**src/rtl/serial_pattern_tx.sv**
```systemverilog
// Serial pattern transmitter: shifts PATTERN[LEN:0] out MSB-first on D,
// repeated REPS+1 times back to back, with FRAME marking each repetition start.
module serial_pattern_tx #(
  parameter int WIDTH = 16,
  parameter int LW    = 4
) (
  input  logic             CP,
  input  logic             RST,
  input  logic             START,
  input  logic             STOP,
  input  logic [WIDTH-1:0] PATTERN,
  input  logic [LW-1:0]    LEN,
  input  logic [3:0]       REPS,
  output logic             D,
  output logic             READY,
  output logic             BUSY,
  output logic             FRAME,
  output logic             DONE
);

  typedef enum logic {IDLE = 1'b0, SEND = 1'b1} state_e;

  state_e           state_q, state_d;
  logic [WIDTH-1:0] pat_q, pat_d;
  logic [LW-1:0]    len_q, len_d;
  logic [LW-1:0]    bit_q, bit_d;
  logic [3:0]       rep_q, rep_d;
  logic             d_q, d_d;
  logic             frame_q, frame_d;
  logic             done_q, done_d;

  logic accept, last_bit, last_rep;

  assign accept   = START && !STOP;
  assign last_bit = (bit_q == '0);
  assign last_rep = (rep_q == 4'd0);

  // State and counter register
  always_ff @(posedge CP) begin
    if (RST) begin
      state_q <= IDLE;
      bit_q   <= '0;
      rep_q   <= '0;
      d_q     <= 1'b0;
      frame_q <= 1'b0;
      done_q  <= 1'b0;
    end else begin
      state_q <= state_d;
      bit_q   <= bit_d;
      rep_q   <= rep_d;
      d_q     <= d_d;
      frame_q <= frame_d;
      done_q  <= done_d;
    end
  end

  // Latched request fields carry no reset; they are only read in SEND.
  always_ff @(posedge CP) begin
    pat_q <= pat_d;
    len_q <= len_d;
  end

  // Next-state logic
  always_comb begin
    state_d = state_q;
    case (state_q)
      IDLE: if (accept) state_d = SEND;
      SEND: if (STOP || (last_bit && last_rep)) state_d = IDLE;
      default: state_d = IDLE;
    endcase
  end

  // Datapath and registered outputs
  always_comb begin
    pat_d   = pat_q;
    len_d   = len_q;
    bit_d   = bit_q;
    rep_d   = rep_q;
    d_d     = 1'b0;
    frame_d = 1'b0;
    done_d  = 1'b0;
    case (state_q)
      IDLE: begin
        if (accept) begin
          pat_d   = PATTERN;
          len_d   = LEN;
          bit_d   = LEN;
          rep_d   = REPS;
          d_d     = PATTERN[LEN];
          frame_d = 1'b1;
        end
      end
      SEND: begin
        if (STOP) begin
          bit_d = '0;
          rep_d = 4'd0;
        end else if (last_bit && last_rep) begin
          done_d = 1'b1;
        end else if (last_bit) begin
          // Wrap to the top bit for the next repetition, no idle gap.
          bit_d   = len_q;
          rep_d   = rep_q - 4'd1;
          d_d     = pat_q[len_q];
          frame_d = 1'b1;
        end else begin
          bit_d = bit_q - 1'b1;
          d_d   = pat_q[bit_q - 1'b1];
        end
      end
      default: ;
    endcase
  end

  assign D     = d_q;
  assign FRAME = frame_q;
  assign DONE  = done_q;
  assign READY = (state_q == IDLE);
  assign BUSY  = (state_q == SEND);

endmodule
```
**config.mk**
```make
export PLATFORM = sky130hd
export DESIGN_NAME = serial_pattern_tx
export DESIGN_NICKNAME = d
export VERILOG_FILES = /design/src/rtl/serial_pattern_tx.sv
export SDC_FILE = /design/constraint.sdc
export NUM_CORES = 1
export LEC_CHECK = 0
export ABC_AREA = 0
export BUFFER_PORTS_ARGS = -buffer_cell sky130_fd_sc_hd__buf_2
export CAP_MARGIN = 20
export CORE_MARGIN = 3
export CORE_UTILIZATION = 60
export CTS_BUF_LIST = sky130_fd_sc_hd__clkbuf_8
export DETAILED_ROUTE_END_ITERATION = 8
export HOLD_SLACK_MARGIN = 0.15
export PLACE_DENSITY = 0.94
export SLEW_MARGIN = 0
export SYNTH_ARGS = -nofsm -noshare
export SYNTH_HDL_FRONTEND = slang
export SYNTH_SLANG_ARGS = --single-unit
```
**constraint.sdc**
```tcl
create_clock -name CP -period 3.3 [get_ports CP]
set_clock_uncertainty 0.05 [all_clocks]
set_input_delay 0.66 -clock CP [delete_from_list [all_inputs] [get_ports CP]]
set_output_delay 0.66 -clock CP [all_outputs]
set_load 0.02 [all_outputs]
```
==> results.yml, run 1 <==
min_path:
  min_path_type: "reg2reg"
route:
  drtAntennaViolNets: 0
  drt-wirelength-per-cell_um: 21.4
  drt_first_pass_iters: 4
  wirelength_um: 4070
  drc: 0
  drtIter0Drc: 121
  vias_per_cell: 6.91
  vias: 1312
yosys:
  async_reset_ff_frac: 0
  synth.most_common_cell: "edfxtp_1"
  synthFlopType: "edfxtp_1"
  synth_edf_count: 20
  synth_top_area_frac: 0.358
  avgSynthCellArea_um2: 13.2
  synth_seq_area_share: 0.501
  synth_area_leader_cell: "edfxtp_1"
  ys_top_cells_by_area: "edfxtp_1 36%, dfxtp_1 14%, mux4_2 13%"
  synth_common_cells: "20 x edfxtp_1, 12 x dfxtp_1, 11 x nor2_1, 10 x mux4_2, 9 x a21oi_1"
  yosys_warnings: 0
  ys_ff_latch: 32
  synth_cell_types: 35
  syn-cell-area_um2: 1680
  synth_nets: 158
  netlist_instances: 127
placement:
  gp_congestion: 0.875
  place_inst: 182
  numPortBuffers: 32
  dp_hpwl_um: 2870
sta:
  finalCritPeriodShare: 0.742
  maxSlewHeadroom: 0.416
  finalSetupViolations: 0
  fin_crit_ns: 2.45
  setup-tns-final_ns: 0
  slew_viol_final: 0
  rsz0062_at_grt: "false"
  tightest_slew_ns: 0.875
  finalHoldViolations: 0
  fmax_mhz: 408
global_routing:
  grt_use_total: 0.266
  gr-total-overflow: 0
  grt_pass1_wl_um: 6470
  antenna_found_initial: 0
  grt_pass1_vias: 1313
  grt_max_degree: 24
clock_network:
  cts_max_level: 2
  clkLatencyLatePin_ns: 0.30
  postCtsSetupBuffers: 0
  cts_buffer_depth: 2
  numClockSinks: 32
  cts_resized: 0
  cts-root-buf: "clkbuf_8"
  cts_tree: "done"
  path_clk_slew_ns: 0.07
  hold_buffers: 0
  numCtsBuffers: 5
floorplanning:
  start_util: 0.653
  io_pins: 33
  fp.dieH_um: 58.9
  num_rows: 18
  die_area_um2: 3460
  die_w_um: 58.9
  fp.coreArea_um2: 2570
final_layout:
  finalNonFillerCells: 190
  syn_to_final_growth_pct: 16.6
  n_antenna_cell: 0
  nFillCells: 168
  layout-drive-gt1-share: 0.350
  nNetsFinal: 190
power_and_ir_drop:
  p_leak_nw: 0.752
  p_per_area_nw_per_um2: 534
  ir_drop_uv: 630
worst_setup_path:
  worst_setup_path_start_kind: "flip-flop"
  crit_required_ns: 3.47
  worst-setup-path-type: "reg2reg"
  crit_path_end_kind: "flip-flop"
  path_max_fanout: 10
  arrival_ns: 2.61
run:
  drv_cap: 0
outcome:
  outcome: "complete, no violations"
==> final cells by class <==
class                   count  area, um2  area share
multi-input cells          81        774       0.396
flip-flops and latches     32        841       0.430
repair buffers             32        160      0.0819
inverters                   7       26.3      0.0134
clock inverters             3       46.3      0.0237
well taps                  30       37.5      0.0192
clock buffers               5       68.8      0.0352
==> cell families after synthesis <==
logic type	after synthesis	synth area share
AO/OA/AOI/OAI	28	0.122
XOR/XNOR	1	0.00522
adder cells (fa/ha/maj)	3	0.0224
buffers and inverters	14	0.0366
flip-flops	32	0.501
multiplexers	18	0.222
AND/OR/NAND/NOR	31	0.0903
==> registers in the layout, indices dropped and copies added (netlist names) <==
register  flops
len_q         4
DONE          1
bit_q         4
pat_q        16
BUSY          1
rep_q         4
D             1
FRAME         1
==> stage by stage <==
| stage | util | worst slack, ns | hold slack [ns] | cell area (um2) | total power, W |
|---|---|---|---|---|---|
| 6_report | 0.761 | 0.851 | 0.485 | 1950 | 0.00104 |
| 5_1_grt | 0.761 | 0.723 | 0.491 | 1950 | 0.00109 |
| 4_1_cts | 0.761 | 0.877 | 0.488 | 1950 | 0.00104 |
| 3_5_place_dp | 0.716 | 0.942 | 0.458 | 1840 | 0.000659 |
| 3_3_place_gp | 0.716 | 1.12 | 0.418 | 1840 | 0.000644 |
| 2_1_floorplan | - | 1.26 | 0.404 | 1680 | 0.000607 |
==> path summary, 6_finish.rpt <==
kind | start | to | slack, ns | cells after the start
setup / recovery | bit_q[0] | rep_q[2] | 0.85 | 7
hold / removal | rep_q[1] | rep_q[1] | 0.49 | 2
setup reg to reg | bit_q[0] | rep_q[2] | 0.85 | 7
hold reg to reg | rep_q[1] | rep_q[1] | 0.49 | 2
==> power by group <==
group / leakage (nW) / switching (W) / internal [W]
Clock: 0.0548 / 0.000158 / 0.000227
Combinational: 0.412 / 0.0000945 / 0.0000904
Sequential: 0.285 / 0.0000237 / 0.000450
==> cell usage in the layout, fill, tap and decap left out, types with 3 or more instances in the layout <==
| cell type | netlist | final |
|---|---|---|
| nand2_1 | 5 | 5 |
| inv_1 | 7 | 7 |
| a21oi_1 | 9 | 9 |
| clkbuf_8 | 0 | 5 |
| buf_2 | 1 | 32 |
| mux4_2 | 10 | 10 |
| nor3_1 | 4 | 4 |
| mux4_1 | 4 | 4 |
| mux2i_1 | 3 | 3 |
| edfxtp_1 | 20 | 20 |
| nor2_1 | 11 | 11 |
| dfxtp_1 | 12 | 12 |
| a211oi_1 | 6 | 6 |
| ha_1 | 3 | 3 |
==> per-layer routing <==
metal,vias to the layer above,GRT usage,share of wire
met4,0,0.172,0.061
met1,621,0.319,0.35
met2,97,0.412,0.50
met3,28,0.0877,0.088
li1,566,-,-
met5,-,0,0
==> critical path, cell delays in order, from the launching register on <==
cell and delay, ns:
dfxtp_1 0.44, inv_1 0.14, ha_1 0.20, or3b_1 0.51, o21ba_2 0.36, o22ai_2 0.15
or2_2 0.35, a21oi_1 0.17
No activity file was read; power rests on OpenSTA's default activity.
==> inputs of run 2 (changes only) <==
--- a/config.mk
+++ b/config.mk
@@ -5,15 +5,15 @@
 export SDC_FILE = /design/constraint.sdc
 export NUM_CORES = 1
 export LEC_CHECK = 0
-export ABC_AREA = 0
+export ABC_AREA = 1
 export BUFFER_PORTS_ARGS = -buffer_cell sky130_fd_sc_hd__buf_2
 export CAP_MARGIN = 20
 export CORE_MARGIN = 3
-export CORE_UTILIZATION = 60
+export CORE_UTILIZATION = 52
 export CTS_BUF_LIST = sky130_fd_sc_hd__clkbuf_8
 export DETAILED_ROUTE_END_ITERATION = 8
 export HOLD_SLACK_MARGIN = 0.15
-export PLACE_DENSITY = 0.94
+export PLACE_DENSITY = 0.86
 export SLEW_MARGIN = 0
 export SYNTH_ARGS = -nofsm -noshare
 export SYNTH_HDL_FRONTEND = slang
==> constraint.sdc (replaced) <==
create_clock -name CP -period 2.25 [get_ports CP]
set_clock_uncertainty 0.05 [all_clocks]
set_input_delay 0.45 -clock CP [delete_from_list [all_inputs] [get_ports CP]]
set_output_delay 0.45 -clock CP [all_outputs]
set_load 0.02 [all_outputs]
==> run 2 against run 1 <==
Final cell count increased by 72%. Synthesized cell count increased by 91%. Sequential cell count unchanged. Fmax increased by 40%. Combinational power increased by 74%. Non-clock buffer count increased by 2. Critical path depth increased by 5. Synthesized area increased by 12%. First-iteration DRC count decreased by 4.1%. Die area increased by 26%. Cell area increased by 10%.
==> results.yml, run 2 <==
clock_network:
  cts_max_level: 2
  cts_tree: "done"
  cts_buffer_depth: 2
  clkLatencyLatePin_ns: 0.28
  hold_buffers: 0
  numCtsBuffers: 5
  postCtsSetupBuffers: 0
  path_clk_slew_ns: 0.07
  cts-root-buf: "clkbuf_8"
  numClockSinks: 32
  cts_resized: 0
worst_setup_path:
  path_max_fanout: 12
  arrival_ns: 1.88
  worst-setup-path-type: "reg2reg"
  cpPeakStageDelay_ns: 0.39
  crit_top_cell: "nand2_1"
  cp_num_buf_inv: 3
  crit_family: "simple AND/OR/NAND/NOR gates"
  crit_path_end_kind: "flip-flop"
  crit_chain: "inv_2 -> ha_1 -> inv_1 -> nand3_1 -> nand3_1 -> nand2_1 -> nand2_1 -> nand2_1 -> nand2_1 -> nand3_1 -> nand2_1 -> inv_1"
  crit_required_ns: 2.38
  cp_slowest_cell: "ha_1"
  worst_setup_path_start_kind: "flip-flop"
floorplanning:
  fp.coreArea_um2: 3420
  fp.dieH_um: 66.1
  die_w_um: 66.1
  die_area_um2: 4370
  start_util: 0.551
  io_pins: 33
  num_rows: 21
yosys:
  synth_top_area_frac: 0.319
  syn-cell-area_um2: 1880
  yosys_warnings: 0
  synth_nets: 274
  async_reset_ff_frac: 0
  ys_ff_latch: 32
  synthFlopType: "edfxtp_1"
  synth_edf_count: 20
  synth_seq_area_share: 0.447
  synth.most_common_cell: "nand2_1"
  synth_area_leader_cell: "edfxtp_1"
  synth_common_cells: "79 x nand2_1, 38 x nand3_1, 25 x inv_1, 20 x edfxtp_1, 17 x a21oi_1"
  ys_top_cells_by_area: "edfxtp_1 32%, nand2_1 16%, dfxtp_1 13%"
  avgSynthCellArea_um2: 7.74
  netlist_instances: 243
  synth_cell_types: 29
outcome:
  outcome: "complete, no violations"
sta:
  finalHoldViolations: 0
  tightest_slew_ns: 0.318
  finalCritPeriodShare: 0.777
  rsz0062_at_grt: "false"
  slew_viol_final: 0
  maxSlewHeadroom: 0.788
  fmax_mhz: 572
  finalSetupViolations: 0
  setup-tns-final_ns: 0
  fin_crit_ns: 1.75
run:
  drv_cap: 0
global_routing:
  gr-total-overflow: 0
  grt_max_degree: 24
  antenna_found_initial: 0
  grt_use_total: 0.217
  grt_pass1_wl_um: 7140
  grt_pass1_vias: 1596
final_layout:
  final_cell_mix: "79 x nand2_1, 38 x nand3_1, 32 x buf_2, 26 x inv_1, 20 x edfxtp_1"
  syn_to_final_growth_pct: 14.8
  n_antenna_cell: 0
  largest_reg_flops: 16
  ff_latch_area_um2: 841
  layout-drive-gt1-share: 0.211
  top_register: "pat_q"
  nFillCells: 287
  mostFrequentLayoutCell: "nand2_1"
  multi_input_area_um2: 853
  nNetsFinal: 310
  final_core_util: 0.632
power_and_ir_drop:
  pwr-share-comb: 0.223
  switching_share: 0.294
  p_leak_nw: 1.03
  intPower_w: 0.00101
  p_clk_frac: 0.300
  power_frac_seq: 0.477
  p_per_area_nw_per_um2: 666
  p_switching_w: 0.000423
  ir_drop_uv: 570
route:
  vias_per_cell: 5.28
  met3_length_um: 329
  drt_first_pass_iters: 4
  met1_length_um: 1780
  drt-wirelength-per-cell_um: 12.8
  drtAntennaViolNets: 0
  met2_length_um: 1980
  wirelength_um: 4160
  vias: 1720
  top_layer_used: "met4"
  drc: 0
  drtIter0Drc: 116
placement:
  numPortBuffers: 32
  dp_hpwl_um: 3250
  gp_congestion: 0.983
min_path:
  min_path_type: "in2reg"
[run 2: cells by family (layout without fill, tap and decap cells)]
family | after synthesis | count (layout) | share of synthesized area
compound gates | 36 | 36 | 0.108
fa+ha+maj | 3 | 3 | 0.0200
buf+inv | 40 | 77 | 0.0991
simple gates | 132 | 132 | 0.325
flops | 32 | 32 | 0.447
[run 2: path summary, 6_finish.rpt]
path | startpoint | end | slack, ns | cells past startpoint
worst max-delay path | bit_q[0] | D | 0.50 | 12
worst min-delay path | PATTERN[9] | pat_q[9] | 0.31 | 1
worst max register to register | bit_q[0] | D | 0.50 | 12
worst min register to register | rep_q[1] | rep_q[1] | 0.44 | 2
[run 2: power groups by stage]
stage / Combinational, W / Clock, W / Sequential, W
2_1_floorplan: 0.000240 / 0 / 0.000692
3_3_place_gp: 0.000312 / 0 / 0.000697
3_5_place_dp: 0.000318 / 0 / 0.000697
4_1_cts: 0.000320 / 0.000440 / 0.000685
5_1_grt: 0.000365 / 0.000474 / 0.000690
6_report: 0.000321 / 0.000432 / 0.000685
[run 2: area by class of cell]
cell class	instances	area share
Timing Repair Buffer	34	0.0812
Clock buffer	6	0.0383
Clock inverter	2	0.00348
Tap cell	46	0.0267
Multi-Input combinational cell	171	0.395
Sequential cell	32	0.390
Inverter	35	0.0655
[run 2: worst reg2reg max path, stage by stage, from the launching register on]
cell	delay [ns]
dfxtp_1	0.34
inv_2	0.11
ha_1	0.39
inv_1	0.15
nand3_1	0.10
nand3_1	0.10
nand2_1	0.06
nand2_1	0.05
nand2_1	0.07
nand2_1	0.08
nand3_1	0.08
nand2_1	0.06
inv_1	0.04
[run 2: per-layer routing]
metal	up-vias	global-route usage
met3	9	0.0578
met4	0	0.102
met2	74	0.330
met5	-	0
met1	763	0.284
li1	874	-
[run 2: per-stage QoR]
stage / total power (W) / hold slack (ns) / instances / worst slack [ns] / area, um2
2_1_floorplan: 0.000932 / 0.404 / 243 / 0.305 / 1880
3_3_place_gp: 0.00101 / 0.424 / 318 / 0.559 / 2070
3_5_place_dp: 0.00101 / 0.435 / 318 / 0.510 / 2070
4_1_cts: 0.00145 / 0.296 / 326 / 0.506 / 2160
5_1_grt: 0.00153 / 0.293 / 326 / 0.360 / 2160
6_report: 0.00144 / 0.306 / 326 / 0.501 / 2160
==> inputs of run 3 (changes only) <==
--- a/config.mk
+++ b/config.mk
@@ -9,11 +9,11 @@
 export BUFFER_PORTS_ARGS = -buffer_cell sky130_fd_sc_hd__buf_2
 export CAP_MARGIN = 20
 export CORE_MARGIN = 3
-export CORE_UTILIZATION = 52
+export CORE_UTILIZATION = 58
 export CTS_BUF_LIST = sky130_fd_sc_hd__clkbuf_8
 export DETAILED_ROUTE_END_ITERATION = 8
 export HOLD_SLACK_MARGIN = 0.15
-export PLACE_DENSITY = 0.86
+export PLACE_DENSITY = 0.9
 export SLEW_MARGIN = 0
 export SYNTH_ARGS = -nofsm -noshare
 export SYNTH_HDL_FRONTEND = slang
==> constraint.sdc (replaced) <==
create_clock -name CP -period 1.7 [get_ports CP]
set_clock_uncertainty 0.05 [all_clocks]
set_input_delay 0.34 -clock CP [delete_from_list [all_inputs] [get_ports CP]]
set_output_delay 0.34 -clock CP [all_outputs]
set_load 0.02 [all_outputs]
==> run 3 against run 2 <==
Clock power is 25% higher. Critical path type unchanged. Critical path depth unchanged. Cell area rose by 0.70%. Power up 31%. Die area down 9.4%. Sequential share of layout area shrank 0.27 points.
==> results.yml, run 3 (synthesis gave the netlist of run 2 again) <==
route:
  drtIter0Drc: 134
  drc: 0
  drtAntennaViolNets: 0
  vias: 1764
  vias_per_cell: 5.43
  drt_first_pass_iters: 4
  wirelength_um: 4390
  drt-wirelength-per-cell_um: 13.5
power_and_ir_drop:
  totalPowerFinal_w: 0.00189
  ir_drop_uv: 671
  p_per_area_nw_per_um2: 870
  p_leak_nw: 1.03
worst_setup_path:
  worst_setup_path_start_kind: "flip-flop"
  crit_top_cell: "nand2_1"
  cpPeakStageDelay_ns: 0.38
  cp_slowest_cell: "ha_2"
  worst-setup-path-type: "reg2reg"
  arrival_ns: 1.72
  path_max_fanout: 6
  crit_required_ns: 1.88
  crit_chain: "inv_1 -> ha_2 -> inv_2 -> nand3_1 -> nand3_1 -> nand2_1 -> nand2_1 -> nand2_1 -> nand2_1 -> nand3_1 -> nand2_1 -> inv_1"
  crit_path_end_kind: "flip-flop"
clock_network:
  cts_buffer_depth: 2
  cts-root-buf: "clkbuf_8"
  cts_tree: "done"
  postCtsSetupBuffers: 0
  numCtsBuffers: 5
  numClockSinks: 32
  path_clk_slew_ns: 0.06
  cts_max_level: 2
  clkLatencyLatePin_ns: 0.29
sta:
  rsz0062_at_grt: "false"
  setup-tns-final_ns: 0
  holdWs_ns: 0.189
  fmax_mhz: 651
  finalHoldViolations: 0
  tightest_slew_ns: 0.377
  finalSetupViolations: 0
  fin_crit_ns: 1.54
  finalCritPeriodShare: 0.903
  maxSlewHeadroom: 0.749
  slew_viol_final: 0
floorplanning:
  num_rows: 20
  die_area_um2: 3960
  die_w_um: 62.9
  fp.coreArea_um2: 3080
  io_pins: 33
  start_util: 0.611
  fp.dieH_um: 62.9
min_path:
  min_path_type: "in2reg"
global_routing:
  antenna_found_initial: 0
  grt_pass1_wl_um: 7310
  grt_use_total: 0.237
  gr-total-overflow: 0
  grt_pass1_vias: 1653
  grt_max_degree: 23
outcome:
  outcome: "complete, no violations"
placement:
  numPortBuffers: 32
  place_inst: 317
  dp_hpwl_um: 3300
  gp_congestion: 1.00
final_layout:
  top_register: "pat_q"
  mostFrequentLayoutCell: "nand2_1"
  nNetsFinal: 311
  final_core_util: 0.706
  largest_reg_flops: 16
  n_antenna_cell: 0
  finalNonFillerCells: 325
  syn_to_final_growth_pct: 15.6
  layout-drive-gt1-share: 0.228
  final_cell_mix: "79 x nand2_1, 38 x nand3_1, 32 x buf_2, 24 x inv_1, 20 x edfxtp_1"
run:
  drv_cap: 0
-- run 3: cell count changes in the layout (fill, tap and decap cells not counted) --
cell,change
nor2_2,+1
inv_2,+1
clkbuf_8,-1
inv_1,-2
clkinv_2,+2
nor2_1,-1
buf_12,+1
ha_1,-1
ha_2,+1
-- run 3: final timing paths --
check | to | depth (start not counted) | slack, ns | from
min | pat_q[13] | 1 | 0.19 | PATTERN[13]
max reg2reg | D | 12 | 0.16 | bit_q[1]
min reg2reg | rep_q[1] | 2 | 0.44 | rep_q[1]
max | D | 12 | 0.16 | bit_q[1]
-- run 3: where the power goes --
group          leakage [nW]  switching [W]  internal, W  total (W)
Sequential            0.285      0.0000342     0.000874   0.000908
Clock                0.0453       0.000264     0.000277   0.000541
Combinational         0.699       0.000282     0.000160   0.000441
Total                  1.03       0.000580      0.00131    0.00189
-- run 3: layout make-up --
class | instances | area, um2
fill | 251 | 905
clock buffer | 5 | 68.8
inverter | 35 | 141
clock inverter | 3 | 13.8
timing repair buffer | 35 | 195
sequential | 32 | 841
tap | 44 | 55.1
multi-input combinational | 171 | 858
-- run 3: metrics by stage --
step	cell area [um2]	setup slack (ns)
final	2170	0.165
after global routing	2170	0.00755
after CTS	2170	0.0807
after detailed placement	2090	0.0910
after global placement	2090	0.181
after floorplan	1880	0.132
-- run 3: routing by layer --
layer,vias to the layer above,global-route usage,share of wire
met2,71,0.387,0.48
met3,14,0.0594,0.070
met5,-,0,0
met1,803,0.292,0.42
met4,0,0.110,0.023
li1,876,-,-
-- run 3: repair_timing --
action | in CTS | in global routing
endpoints found under the setup margin | 0 | 1
resized for setup | 0 | 2
hold buffers | 0 | 0
-- run 3: critical path, delay by kind of cell (launching register included) --
family,cells,cell delay [ns]
adders and majority gates,1,0.38
DFF,1,0.35
buffers and inverters,3,0.19
and+or+nand+nor,8,0.51
